--- src/rtl/decode_stage.sv ---
// Registered RV32I decode stage: combinational decode of the fetched word feeding
// a main output register backed by a one-entry skid register, with flush.
module decode_stage #(
   parameter int unsigned XLEN     = 32,
   parameter int unsigned ALU_OP_W = 4
) (
   input  logic                clk,
   input  logic                rst_n,
   input  logic                flush,
   input  logic                in_valid,
   output logic                in_ready,
   input  logic [31:0]         in_instr,
   input  logic [XLEN-1:0]     in_pc,
   output logic                out_valid,
   input  logic                out_ready,
   output logic [XLEN-1:0]     out_pc,
   output logic [6:0]          opcode,
   output logic [2:0]          funct3,
   output logic [6:0]          funct7,
   output logic [4:0]          rs1,
   output logic [4:0]          rs2,
   output logic [4:0]          rd,
   output logic [XLEN-1:0]     imm,
   output logic [ALU_OP_W-1:0] alu_op,
   output logic                rf_we,
   output logic                mem_re,
   output logic                mem_we,
   output logic                branch,
   output logic                jump,
   output logic                alu_src_imm,
   output logic                illegal
);

   typedef enum logic [3:0] {
      ALU_ADD    = 4'd0,
      ALU_SUB    = 4'd1,
      ALU_AND    = 4'd2,
      ALU_OR     = 4'd3,
      ALU_XOR    = 4'd4,
      ALU_SLL    = 4'd5,
      ALU_SRL    = 4'd6,
      ALU_SRA    = 4'd7,
      ALU_SLT    = 4'd8,
      ALU_SLTU   = 4'd9,
      ALU_PASS_B = 4'd10
   } alu_op_e;

   typedef enum logic [6:0] {
      OPC_LOAD   = 7'b0000011,
      OPC_OP_IMM = 7'b0010011,
      OPC_AUIPC  = 7'b0010111,
      OPC_STORE  = 7'b0100011,
      OPC_OP     = 7'b0110011,
      OPC_LUI    = 7'b0110111,
      OPC_BRANCH = 7'b1100011,
      OPC_JALR   = 7'b1100111,
      OPC_JAL    = 7'b1101111
   } opcode_e;

   typedef struct packed {
      logic [XLEN-1:0]     pc;
      logic [6:0]          opcode;
      logic [2:0]          funct3;
      logic [6:0]          funct7;
      logic [4:0]          rs1;
      logic [4:0]          rs2;
      logic [4:0]          rd;
      logic [XLEN-1:0]     imm;
      logic [ALU_OP_W-1:0] alu_op;
      logic                rf_we;
      logic                mem_re;
      logic                mem_we;
      logic                branch;
      logic                jump;
      logic                alu_src_imm;
      logic                illegal;
   } bundle_t;

   function automatic alu_op_e base_op(input logic [2:0] f3);
      case (f3)
         3'b000:  return ALU_ADD;
         3'b001:  return ALU_SLL;
         3'b010:  return ALU_SLT;
         3'b011:  return ALU_SLTU;
         3'b100:  return ALU_XOR;
         3'b101:  return ALU_SRL;
         3'b110:  return ALU_OR;
         default: return ALU_AND;
      endcase
   endfunction

   bundle_t     dec;
   alu_op_e     op;
   logic [31:0] imm32;
   logic        ill;
   logic        we, re, wr, br, jmp, src_imm;
   logic [2:0]  f3;
   logic [6:0]  f7;

   assign f3 = in_instr[14:12];
   assign f7 = in_instr[31:25];

   always_comb begin
      op      = ALU_ADD;
      imm32   = '0;
      ill     = 1'b0;
      we      = 1'b0;
      re      = 1'b0;
      wr      = 1'b0;
      br      = 1'b0;
      jmp     = 1'b0;
      src_imm = 1'b0;
      case (in_instr[6:0])
         OPC_OP: begin
            we = 1'b1;
            if (f7 == 7'b0000000) begin
               op = base_op(f3);
            end else if (f7 == 7'b0100000 && f3 == 3'b000) begin
               op = ALU_SUB;
            end else if (f7 == 7'b0100000 && f3 == 3'b101) begin
               op = ALU_SRA;
            end else begin
               ill = 1'b1;
            end
         end
         OPC_OP_IMM: begin
            we      = 1'b1;
            src_imm = 1'b1;
            imm32   = {{20{in_instr[31]}}, in_instr[31:20]};
            op      = base_op(f3);
            // Only the shift-immediates constrain the upper bits of the immediate field
            if (f3 == 3'b001 && f7 != 7'b0000000) begin
               ill = 1'b1;
            end else if (f3 == 3'b101) begin
               if (f7 == 7'b0100000)      op  = ALU_SRA;
               else if (f7 != 7'b0000000) ill = 1'b1;
            end
         end
         OPC_LOAD: begin
            we      = 1'b1;
            re      = 1'b1;
            src_imm = 1'b1;
            imm32   = {{20{in_instr[31]}}, in_instr[31:20]};
            ill     = !(f3 inside {3'b000, 3'b001, 3'b010, 3'b100, 3'b101});
         end
         OPC_STORE: begin
            wr      = 1'b1;
            src_imm = 1'b1;
            imm32   = {{20{in_instr[31]}}, in_instr[31:25], in_instr[11:7]};
            ill     = !(f3 inside {3'b000, 3'b001, 3'b010});
         end
         OPC_BRANCH: begin
            br    = 1'b1;
            imm32 = {{19{in_instr[31]}}, in_instr[31], in_instr[7],
                     in_instr[30:25], in_instr[11:8], 1'b0};
            case (f3)
               3'b000, 3'b001: op  = ALU_SUB;
               3'b100, 3'b101: op  = ALU_SLT;
               3'b110, 3'b111: op  = ALU_SLTU;
               default:        ill = 1'b1;
            endcase
         end
         OPC_JAL: begin
            jmp   = 1'b1;
            we    = 1'b1;
            imm32 = {{11{in_instr[31]}}, in_instr[31], in_instr[19:12],
                     in_instr[20], in_instr[30:21], 1'b0};
         end
         OPC_JALR: begin
            jmp     = 1'b1;
            we      = 1'b1;
            src_imm = 1'b1;
            imm32   = {{20{in_instr[31]}}, in_instr[31:20]};
            ill     = (f3 != 3'b000);
         end
         OPC_LUI: begin
            op      = ALU_PASS_B;
            we      = 1'b1;
            src_imm = 1'b1;
            imm32   = {in_instr[31:12], 12'h000};
         end
         OPC_AUIPC: begin
            we      = 1'b1;
            src_imm = 1'b1;
            imm32   = {in_instr[31:12], 12'h000};
         end
         default: ill = 1'b1;
      endcase

      // Illegal words still flow downstream so execute can trap, but must be inert
      if (ill) begin
         op      = ALU_ADD;
         we      = 1'b0;
         re      = 1'b0;
         wr      = 1'b0;
         br      = 1'b0;
         jmp     = 1'b0;
         src_imm = 1'b0;
      end
      if (in_instr[11:7] == 5'd0) we = 1'b0;

      dec             = '0;
      dec.pc          = in_pc;
      dec.opcode      = in_instr[6:0];
      dec.funct3      = f3;
      dec.funct7      = f7;
      dec.rs1         = in_instr[19:15];
      dec.rs2         = in_instr[24:20];
      dec.rd          = in_instr[11:7];
      dec.imm         = XLEN'($signed(imm32));
      dec.alu_op      = ALU_OP_W'(op);
      dec.rf_we       = we;
      dec.mem_re      = re;
      dec.mem_we      = wr;
      dec.branch      = br;
      dec.jump        = jmp;
      dec.alu_src_imm = src_imm;
      dec.illegal     = ill;
   end

   bundle_t main_q, main_d, skid_q, skid_d;
   logic    main_valid_q, main_valid_d, skid_valid_q, skid_valid_d;
   logic    accept;

   assign in_ready = !skid_valid_q;
   assign accept   = in_valid && !skid_valid_q;

   always_comb begin
      main_d       = main_q;
      skid_d       = skid_q;
      main_valid_d = main_valid_q;
      skid_valid_d = skid_valid_q;
      if (flush) begin
         main_d       = '0;
         skid_d       = '0;
         main_valid_d = 1'b0;
         skid_valid_d = 1'b0;
      end else if (skid_valid_q) begin
         // A full skid implies a full main and in_ready=0, so nothing new arrives here
         if (out_ready) begin
            main_d       = skid_q;
            skid_valid_d = 1'b0;
         end
      end else if (accept) begin
         if (!main_valid_q || out_ready) begin
            main_d       = dec;
            main_valid_d = 1'b1;
         end else begin
            skid_d       = dec;
            skid_valid_d = 1'b1;
         end
      end else if (main_valid_q && out_ready) begin
         main_valid_d = 1'b0;
      end
   end

   always_ff @(posedge clk or negedge rst_n) begin
      if (!rst_n) begin
         main_q       <= '0;
         skid_q       <= '0;
         main_valid_q <= 1'b0;
         skid_valid_q <= 1'b0;
      end else begin
         main_q       <= main_d;
         skid_q       <= skid_d;
         main_valid_q <= main_valid_d;
         skid_valid_q <= skid_valid_d;
      end
   end

   assign out_valid   = main_valid_q;
   assign out_pc      = main_q.pc;
   assign opcode      = main_q.opcode;
   assign funct3      = main_q.funct3;
   assign funct7      = main_q.funct7;
   assign rs1         = main_q.rs1;
   assign rs2         = main_q.rs2;
   assign rd          = main_q.rd;
   assign imm         = main_q.imm;
   assign alu_op      = main_q.alu_op;
   assign rf_we       = main_q.rf_we;
   assign mem_re      = main_q.mem_re;
   assign mem_we      = main_q.mem_we;
   assign branch      = main_q.branch;
   assign jump        = main_q.jump;
   assign alu_src_imm = main_q.alu_src_imm;
   assign illegal     = main_q.illegal;

endmodule
--- config.mk ---
export PLATFORM = sky130hd
export DESIGN_NAME = decode_stage
export DESIGN_NICKNAME = d
export VERILOG_FILES = /design/src/rtl/decode_stage.sv
export SDC_FILE = /design/constraint.sdc
export NUM_CORES = 1
export LEC_CHECK = 0
export ABC_CLOCK_PERIOD_IN_PS = 2900
export CORE_MARGIN = 2
export CORE_UTILIZATION = 56
export DETAILED_ROUTE_END_ITERATION = 10
export GPL_ROUTABILITY_DRIVEN = 0
export MAX_ROUTING_LAYER = met4
export PLACE_DENSITY = 0.81
export REMOVE_ABC_BUFFERS = 1
export SLEW_MARGIN = 15
export SYNTH_ARGS = -nofsm -noshare
export SYNTH_HDL_FRONTEND = slang
export SYNTH_SLANG_ARGS = --single-unit
--- constraint.sdc ---
create_clock -name clk -period 2.9 [get_ports clk]
set_clock_uncertainty 0.05 [all_clocks]
set_input_delay 0.435 -clock clk [delete_from_list [all_inputs] [get_ports clk]]
set_output_delay 0.435 -clock clk [all_outputs]
set_load 0.01 [all_outputs]
# Word level (Yosys, flattened, before mapping)
# Cells that the tools add are included.
# W data, S select, Z words.
[word_totals] reg_bits=216 input_bits=69 output_inout_bits=109 wordCells=141
[op_classes] eq_ne=21 muxes=52 n_reduce_logical=34
[op_table] operator="$mux W107" count=9
[op_table] operator="$pmux W32 S5" count=1
[op_table] operator="$mux W1" count=31
[op_table] operator="$eq A7 B6 Y1 const B" count=4
[op_table] operator="$pmux W4 S7" count=1
[op_table] operator="$eq A7 B7 Y1 const B" count=3
[op_table] operator="$mux W4" count=5
[op_table] operator="$pmux W4 S4" count=1
[op_table] operator="$reduce_bool A3 Y1" count=5
[op_table] operator="$eq A7 B5 Y1 const B" count=2
[op_table] operator="$eq A3 B3 Y1 const B" count=4
[op_table] operator="$pmux W4 S3" count=1
[op_table] operator="$reduce_or A6 Y1" count=2
[op_table] operator="$reduce_or A2 Y1" count=5
[op_table] operator="$reduce_and A3 Y1" count=3
[op_table] operator="$eq A7 B2 Y1 const B" count=1
[op_table] operator="$logic_not A7 Y1" count=1
[op_table] operator="$pmux W1 S7" count=1
[op_table] operator="$reduce_bool A7 Y1" count=1
[op_table] operator="$reduce_or A7 Y1" count=1
[op_table] operator="$eq A3 B2 Y1 const B" count=2
[op_table] operator="$mux W3" count=2
[op_table] operator="$reduce_or A3 Y1" count=2
[op_table] operator="$logic_and A1 B1 Y1" count=5
[op_table] operator="other kinds (10)" count=14

# Logic depth before layout (Yosys ltp)
[logic_depth] word_depth=12 ltp_mapped=8 ltp_nobuf=5

# Least setup slack after synthesis
# OpenSTA, ideal clock, no wires.
[synth_timing] path_type="input -> register" from="input in_instr[31]" to="register main_q (netlist bit jump)" setup_ns=0.093 t_arrival_ns=2.023 required_time_ns=2.757 setup_slack_ns=0.734 stages=6 path_buffers=1 cell_sequence="buf_6 > or4_4 > a211o_1 > a311oi_2 > nand3_2 > o31ai_2"
[synth_via] elab_chain_len=11 word_cells_on_any_way=19 classes_between="1 x eq/ne; 13 x mux; 5 x reduce/logical"
[synth_rtl] item="start, declared" line="12" source="input logic [31:0] in_instr,"
[synth_rtl] item="$reduce_bool A7 Y1 or $eq A7 B6 Y1 (tied branches)"
[synth_rtl] item="$mux W1 or $logic_and A1 B1 Y1 (tied branches)" line="136, 120"
[synth_rtl] item="$mux W1, on equally long branches" line="135, 120"
[synth_rtl] item="$mux W1, on equally long branches" line="134, 118"
[synth_rtl] item="$mux W1, on equally long branches" line="132, 116"
[synth_rtl] item="$pmux W1 S7 (*)" line="113" source="case (in_instr[6:0])"
[synth_rtl] item="$mux W1 (*)" line="191" source="if (ill) begin"
[synth_rtl] item="$mux W107 (*)" line="245" source="if (!main_valid_q || out_ready) begin"
[synth_rtl] item="$mux W107 (*)" line="244" source="end else if (accept) begin"
[synth_rtl] item="$mux W107 (*)" line="238" source="end else if (skid_valid_q) begin"
[synth_rtl] item="$mux W107 (*)" line="233" source="if (flush) begin"
[synth_rtl] item="end signal, assigned" line="264" source="main_q <= main_d;"
[synth_rtl] item="end, declared" line="221" source="bundle_t main_q, main_d, skid_q, skid_d;"
# Every way passes the cells marked *; elsewhere a longest branch is shown, timed or not. The select of a mux whose other input is x is not followed.
# A chain may end at the register's enable or synchronous reset.

# Final worst setup path
[layout_timing] from="register skid_valid_q" to="output in_ready"
[layout_via] elab_chain_len=1
[layout_rtl] item="start, declared" line="222" source="logic main_valid_q, main_valid_d, skid_valid_q, skid_valid_d;"
[layout_rtl] item="start signal, assigned" line="267" source="skid_valid_q <= skid_valid_d;"
[layout_rtl] item="$logic_not A1 Y1" line="225" source="assign in_ready = !skid_valid_q;"
[layout_rtl] item="end, declared" line="11" source="output logic in_ready,"
# Every way passes these cells.

==> flow_metrics.tcl <==
set metrics [dict create \
    status "complete, no violations" \
    place_ws_ps 168 \
    nNetsFinal 1180 \
    row_count 47 \
    synth_common_cells "dfrtp_1 (216), nor2_1 (159), nand2_1 (95)" \
    vias 8586 \
    worst_slew_pin_slew_ps 1130 \
    globalRouteTotalUtil_pct 31.4 \
    cp_cell_sequence "buf_4 > inv_1 > clkdlybuf4s50_1" \
    gr-usage-met2_pct 48.0 \
    hold_viol 0 \
    ys_warn_count 0 \
    syn_inst 945 \
    grt_pass1_wl_um 44000 \
    cts-buffers-inserted 23 \
    avgViaCountPerCell 6.39 \
    async_flop_share_pct 100 \
    utilization_pct 75.0 \
    drv_cap 0 \
    r2r_start "skid_valid_q" \
    htree_levels 1 \
    rsz0062_at_grt "false" \
    cp-endpoint "in_ready" \
    power.density_nw_per_um2 568 \
    busiest_layer "met2" \
    synth_top_area_share_pct 56.8 \
    crit_required_ps 2410 \
    worstPathArrival_ps 1970 \
    route.detailed.drc 0 \
    cts_sinks 216 \
    cp-start-kind "flop" \
    ys.flop_type "dfrtp_1" \
    crit_type "reg2out" \
    max-vdd-ir-drop_mv 0.451 \
    met1_usage_pct 43.2 \
    core_area_um2 16600 \
    syn_avg_cell_area_um2 10.1 \
    layout-drive-gt1-share_pct 9.34 \
    clk_pin_slew_worst_paths_ps 60 \
    ios 178 \
    yosys_register_bits 216 \
    post_layout_nonfiller_instances 1344 \
    antenna_cells 0 \
    die_y_um 134 \
    ys_seq_area_share_pct 56.8 \
    synth.distinct_cells 56 \
    start_util_pct 57.4 \
    yosysTopAreaCell "dfrtp_1" \
    fin_crit_ps 2450 \
    slew_headroom_pct 24.5 \
    nFillCells 1152 \
    drtPass1Iterations 6 \
    synthesis.area_um2 9510 \
    synth_area_leaders "dfrtp_1 (57%), nor2_1 (6.3%), a221oi_1 (5.9%)" \
    finalCritPeriodShare_pct 84.6 \
    total_power_mw 7.07 \
    die_x_um 134 \
    reg2reg_depth 6 \
    hold_path_class "in2async" \
    dr.first_iter.drc_count 770 \
    wirelength_um 27600 \
    critPathCaptureType "output port" \
    grt_max_degree 65 \
    antenna_found_initial 0 \
    setup_viol 0 \
    synth-edff-count 0 \
    timing.fmax_mhz 408 \
    drt.antenna.violating_nets 0 \
    ff_latch_area_um2 5410 \
    multiInputGateArea_um2 3790 \
    setup_slack_ps 447 \
    cpMaxStageDelayCell "dfrtp_1" \
    max_stage_delay_ps 570 \
    insertion_delay_ps 500 \
    place.port_buffers 177 \
    grt_pass1_vias 8391 \
    wl_per_cell_um 20.5 \
    cp_max_fo 16 \
    rrSetupSlack_ps 560 \
    slew_viol_final 0 \
    cts_resized 0 \
    die_area_um2 18000 \
    dpl.cell_count 1305 \
    areaGrowthSynthToFinish_pct 30.7 \
    r2r-end "out_pc[16]" \
    met3_usage_pct 4.65 \
    grt-ovfl-total 0 \
    yosysMostFrequentCell "dfrtp_1" \
    cp-startpoint "skid_valid_q" \
    cts_tree "yes" \
    hpwl_um 17500 \
    static-leakage-power_nw 5.39 \
    clock_path_buffers 3 \
    root_buffer "clkbuf_16" \
]
[report_power, final]
group          leakage, nW  switching, mW  internal (mW)  total, mW
clock network        0.349           1.18           1.62       2.80
logic                 2.15          0.543          0.484       1.03
registers             2.89         0.0841           3.16       3.24
[worst min-delay path by stage]
stage	to	slack, ps	cells past startpoint
6_report	out_pc[17]	410	2
5_1_grt	out_pc[11]	450	2
4_1_cts	out_pc[17]	430	2
3_5_place_dp	out_pc[17]	350	1
3_3_place_gp	out_pc[17]	360	1
2_1_floorplan	alu_op[0]	90	0
[what timing repair did]
item	4_1_cts	5_1_grt
setup buffers	0	0
hold buffers	1	0
hold endpoints to repair	58	0
[critical path, delay by kind of cell (launching register included)]
family	cells	cell delay (ps)
buffers and inverters	3	880
flip-flops	1	570
[flip-flops by register name (all words and copies together) (netlist names), 3 cells and up]
name,count
funct7,7
alu_op,4
skid_q,107
rs1,5
out_pc,32
imm,32
rs2,5
opcode,7
funct3,3
rd,5
[final cells by class]
class,count,area share [%]
clock buffer,31,5.11
clock inverter,7,0.543
inverter,7,0.211
multi-input combinational,633,30.4
sequential,216,43.5
tap,220,2.21
timing repair buffer,230,18.0
[per-layer routing]
layer	routed length (um)	share of wire [%]	vias to the layer above
li1	-	-	3794
met2	12800	46	506
met4	902	3.3	0
met3	2670	9.7	80
met5	0	0	-
met1	11300	41	4206
[cell families after synthesis]
| kind of cell | after synthesis | synth area share [%] |
|---|---|---|
| compound gates | 324 | 25.2 |
| xor+xnor | 2 | 0.184 |
| buf+inv | 96 | 3.93 |
| flops | 216 | 56.8 |
| mux | 1 | 0.118 |
| simple gates | 306 | 13.7 |
[through the flow]
| stage | hold WS [ps] | TNS [ps] | cell area [um2] |
|---|---|---|---|
| 6_report | 413 | 0 | 12400 |
| 4_1_cts | 427 | 0 | 12400 |
| 3_3_place_gp | 358 | 0 | 11700 |
| 5_1_grt | 452 | 0 | 12400 |
| 3_5_place_dp | 354 | 0 | 11700 |
| 2_1_floorplan | 89.4 | -276710 | 9160 |
[placed cells by master, fill, tap and decap left out, types with 5 or more instances in the layout]
cell type	count
dfrtp_1	216
clkdlybuf4s50_1	176
nor2_1	156
nand2_1	95
o21ai_0	74
a22o_1	64
a221oi_1	64
buf_4	47
a21oi_1	31
clkbuf_16	23
a22oi_1	16
a2bb2oi_1	11
a211oi_1	10
o41ai_1	9
inv_1	7
nand3b_1	7
nand2b_1	7
nor3_1	6
a32oi_1	6
a32o_1	6
nand3_1	5
o22ai_1	5
clkbuf_1	5
buf_12	5
No activity file was read; power rests on OpenSTA's default activity.
